$ cat config.mk
export PLATFORM = sky130hd
export DESIGN_NAME = hilo_scoreboard
export DESIGN_NICKNAME = d
export VERILOG_FILES = /design/src/rtl/hilo_scoreboard.sv
export SDC_FILE = /design/constraint.sdc
export NUM_CORES = 1
export LEC_CHECK = 0
export CORE_MARGIN = 2
export CORE_UTILIZATION = 41
export DETAILED_ROUTE_END_ITERATION = 10
export PLACE_DENSITY = 0.7
export SYNTH_ARGS = -nofsm -noshare
export SYNTH_HDL_FRONTEND = slang
export SYNTH_SLANG_ARGS = --single-unit
$ cat constraint.sdc
create_clock -name clk -period 2.8 [get_ports clk]
set_input_delay 0.42 -clock clk [delete_from_list [all_inputs] [get_ports clk]]
set_output_delay 0.42 -clock clk [all_outputs]
set_load 0.05 [all_outputs]
$ cat src/rtl/hilo_scoreboard.sv
// HI/LO scoreboard: counts in-flight pipeline writers per special register,
// tracks the mult/div unit, and raises the decode stall on hazards.
module hilo_scoreboard #(
    parameter int NREG     = 2,
    parameter int MAX_PEND = 3
) (
    input  logic            clk,
    input  logic            resetn,
    input  logic            issue_valid,
    input  logic [NREG-1:0] issue_rd_mask,
    input  logic [NREG-1:0] issue_wr_mask,
    input  logic            issue_multicycle,
    output logic            stall,
    input  logic            wb_valid,
    input  logic [NREG-1:0] wb_mask,
    input  logic            md_done,
    input  logic            flush,
    output logic [NREG-1:0] pend_mask,
    output logic            md_busy,
    output logic            err
);

    localparam int CW = $clog2(MAX_PEND + 1);
    localparam logic [CW-1:0] CMAX = CW'(MAX_PEND);

    logic [CW-1:0]   cnt [NREG];
    logic [NREG-1:0] md_mask;
    logic [NREG-1:0] nz;
    logic [NREG-1:0] full;
    logic [NREG-1:0] inc;
    logic [NREG-1:0] dec;
    logic            raw;
    logic            waw;
    logic            strc;
    logic            cap;
    logic            accept;
    logic            wb_err;
    logic            md_err;

    always_comb begin
        nz   = '0;
        full = '0;
        for (int i = 0; i < NREG; i++) begin
            nz[i]   = cnt[i] != '0;
            full[i] = cnt[i] == CMAX;
        end
    end

    assign pend_mask = nz | md_mask;

    assign raw  = |(issue_rd_mask & pend_mask);
    assign waw  = |(issue_wr_mask & md_mask);
    assign strc = issue_multicycle & md_busy;
    assign cap  = ~issue_multicycle & |(issue_wr_mask & full);

    assign stall  = issue_valid & (raw | waw | strc | cap);
    assign accept = issue_valid & ~stall & ~flush;

    assign inc = (accept & ~issue_multicycle) ? issue_wr_mask : '0;
    // Retire on an empty counter is blocked so the counter never wraps.
    assign dec = wb_valid ? (wb_mask & nz) : '0;

    assign wb_err = wb_valid & ~flush & |(wb_mask & ~nz);
    assign md_err = md_done & ~md_busy;

    always_ff @(posedge clk) begin
        if (!resetn) begin
            for (int i = 0; i < NREG; i++) begin
                cnt[i] <= '0;
            end
            md_busy <= 1'b0;
            md_mask <= '0;
            err     <= 1'b0;
        end else begin
            for (int i = 0; i < NREG; i++) begin
                if (flush) begin
                    cnt[i] <= '0;
                end else if (inc[i] && !dec[i]) begin
                    cnt[i] <= cnt[i] + CW'(1);
                end else if (dec[i] && !inc[i]) begin
                    cnt[i] <= cnt[i] - CW'(1);
                end
            end
            // A started mult/div survives flush and always commits.
            if (accept && issue_multicycle) begin
                md_busy <= 1'b1;
                md_mask <= issue_wr_mask;
            end else if (md_done) begin
                md_busy <= 1'b0;
                md_mask <= '0;
            end
            if (wb_err || md_err) begin
                err <= 1'b1;
            end
        end
    end

endmodule

==> impl_metrics.ini, run 1 <==
[status]
outcome = complete, no violations

[cells_and_area]
final_core_util_pct = 56.7
final_common_cell = clkdlybuf4s50_1
area.growth.synth_to_final_pct = 31.8
mostFrequentLayoutCells = clkdlybuf4s50_1 (16), nand3_1 (7)
num-nets-final = 107
fillCellCount = 149
multi_input_area_sq_um = 413
drive_above_1_share_pct = 4.40
antenna_cells = 0
final-seq-area_sq_um = 200
fin_cells = 107

[critical_path]
cp_slowest_cell = edfxtp_1
max_stage_delay_ns = 0.51
end_kind = primary output
required_ns = 2.38
r2r_slack_ns = 0.61
crit_chain = or3_1, a2111o_1, o21a_1, buf_4
critPathKind = register to primary output
cp_data_arrival_time_ns = 2.08
critPathLaunchType = register
crit_fanout = 9

[sta]
skew_ns = 0.00698
fin_crit_sh_pct = 89.3
period_needed_ns = 2.50
slew_viol_final = 0
worst_slew_pin_slew_ns = 0.674
hold_viol = 0
setup_slack_ns = 0.299
finalSetupViolCount = 0
rsz0062_at_grt = false
setup_tns_ns = 0
fmax_mhz = 400
slew_headroom_pct = 54.8

[route]
drtAntennaViolNets = 0
routed_wl_mm = 1.51
drtIter0Drc = 16
via_per_inst = 5.73
wl_per_cell_um = 14.1
via_count = 613
first_pass_iters = 4
drcViolationCount = 0

[clock_tree]
htreeDepth = 1
clock-sinks = 8
clkTransAtPathRegs_ns = 0.06
postCtsSetupBuffers = 0
cts_buffers = 3
cts_tree = built
cts_root_buf = clkbuf_4
clockBufferDepth = 2
postCtsResizedCells = 0
clk_latency_ns = 0.26
hold_buffers = 0

[yosys]
synth_compound_area_share_pct = 19.4
synth_top_family_by_area = simple AND/OR/NAND/NOR gates
yosysTopAreaCell = edfxtp_1
syn_area_per_cell_sq_um = 8.67
synth.area.mux_share_pct = 6.32
synth_warnings = 0
synth_fa_ha_area_share_pct = 3.95
synth.distinct_cells = 30
syn_inst = 73
ys_seq_area_share_pct = 31.6
synthTopCellsByArea = edfxtp_1 (19%), dfxtp_1 (13%), mux2i_1 (6.3%), nand3_1 (5.5%), nand3b_1 (4.7%)
syn-cell-area_sq_um = 633
synth.ff_latch_count = 8
yosys.area.top_type_share_pct = 19.0
synth-simple-area-share_pct = 35.6
synth_xor_area_share_pct = 0
synth.net_count = 88

[placed_design]
post-place-ws_ns = 0.483
dp_cells = 103
dp_hpwl_mm = 1.16
gp_congestion = 0.805
port_buffers = 17

[power_and_ir_drop]
peakVddDrop_uv = 266
p_int_uw = 229
p_seq_share_pct = 40.2
p_clk_share_pct = 29.6
p_comb_share_pct = 30.2
switching_share_pct = 32.1
powerDensity_nw_per_um2 = 405
power.leakage_nw = 0.308
p_sw_uw = 108

[global_route]
grt_use_total_pct = 18.2
grt_max_degree = 10
grt-ovfl-total = 0
grt_pass1_wl_mm = 2.52
grt_pass1_vias = 584
antenna_found_initial = 0

[die]
die-height_um = 43.3
rows = 14
core_sq_um = 1470
die_w_um = 43.3
dieArea_sq_um = 1870
pin_count = 18
start_util_pct = 43.0

[run]
drv_cap = 0

[hold_path]
hold_class = register to register
-- path summary, 6_finish.rpt --
kind | startpoint | to | cells past startpoint
setup / recovery | cnt[1][0]$_SDFFCE_PN0P_ | stall | 4
hold / removal | err$_SDFFE_PN0P_ | err$_SDFFE_PN0P_ | 1
setup reg to reg | cnt[1][0]$_SDFFCE_PN0P_ | cnt[0][1]$_SDFFCE_PN0P_ | 4
hold reg to reg | err$_SDFFE_PN0P_ | err$_SDFFE_PN0P_ | 1
-- worst max-delay path, delay by kind of cell, from the launching register on --
family / cells / cell delay (ns)
AOI/OAI and AO/OA: 2 / 0.68
buffers and inverters: 1 / 0.18
DFF: 1 / 0.51
and+or+nand+nor: 1 / 0.43
-- per-stage QoR --
stage	instance area (sq um)	power (mW)	hold slack, ns
after floorplan	633	0.198	0.470
after global placement	808	0.239	0.469
after detailed placement	808	0.240	0.488
after CTS	835	0.341	0.509
after global routing	835	0.357	0.531
final	835	0.338	0.501
-- layer usage --
metal / global-route usage (%) / share of wire [%] / vias to the layer above
met3: 6.81 / 4.4 / 2
met2: 29.6 / 48 / 14
met4: 5.45 / 0.93 / 0
met5: 0 / 0 / -
li1: - / - / 313
met1: 22.0 / 46 / 284
-- synthesized netlist by cell type --
| master | n |
|---|---|
| and3_1 | 1 |
| and4b_1 | 1 |
| ha_1 | 2 |
| edfxtp_1 | 4 |
| o21ai_0 | 1 |
| a22o_1 | 1 |
| o21a_1 | 4 |
| nand2_1 | 4 |
| nor3b_1 | 4 |
| buf_2 | 1 |
| inv_1 | 2 |
| a22oi_1 | 2 |
| a21oi_1 | 4 |
| and2_1 | 1 |
| or3_1 | 3 |
| o211a_1 | 1 |
| mux2i_1 | 4 |
| a31oi_1 | 1 |
| clkbuf_1 | 2 |
| o31a_1 | 1 |
| nand3_1 | 7 |
| and4bb_1 | 1 |
| nand2b_1 | 2 |
| dfxtp_1 | 4 |
| nor2_1 | 4 |
| nand3b_1 | 4 |
| a2111o_1 | 1 |
| nor2b_1 | 4 |
| a211oi_1 | 1 |
| nand4b_1 | 1 |
-- cell type report --
cell class | count | area share (%)
tap | 16 | 2.40
multi-input combinational | 60 | 49.5
sequential | 8 | 24.0
inverter | 2 | 0.900
timing repair buffer | 17 | 20.1
clock buffer | 4 | 3.15
-- sequential cells by signal (all words and copies together) (netlist names) --
signal,cells
md_busy,1
cnt,4
err,1
md_mask,2
-- power groups by stage --
stage,Sequential [mW],Clock (mW),Combinational [mW]
2_1_floorplan,0.140,0,0.0578
3_3_place_gp,0.138,0,0.101
3_5_place_dp,0.139,0,0.101
4_1_cts,0.136,0.102,0.102
5_1_grt,0.137,0.111,0.109
6_report,0.136,0.0999,0.102
-- cell families after synthesis --
family / after synthesis
AND/OR/NAND/NOR: 37
AO/OA/AOI/OAI: 17
flip-flops: 8
buffers and inverters: 5
multiplexers: 4
adder cells (fa/ha/maj): 2
Note: power is estimated with default switching activity, not from simulation.
==> run 2, diff against run 1 <==
- CAP_MARGIN: unset -> 25
==> results of run 2 <==
Final layout, timing and power as in run 1 (identical DEF).
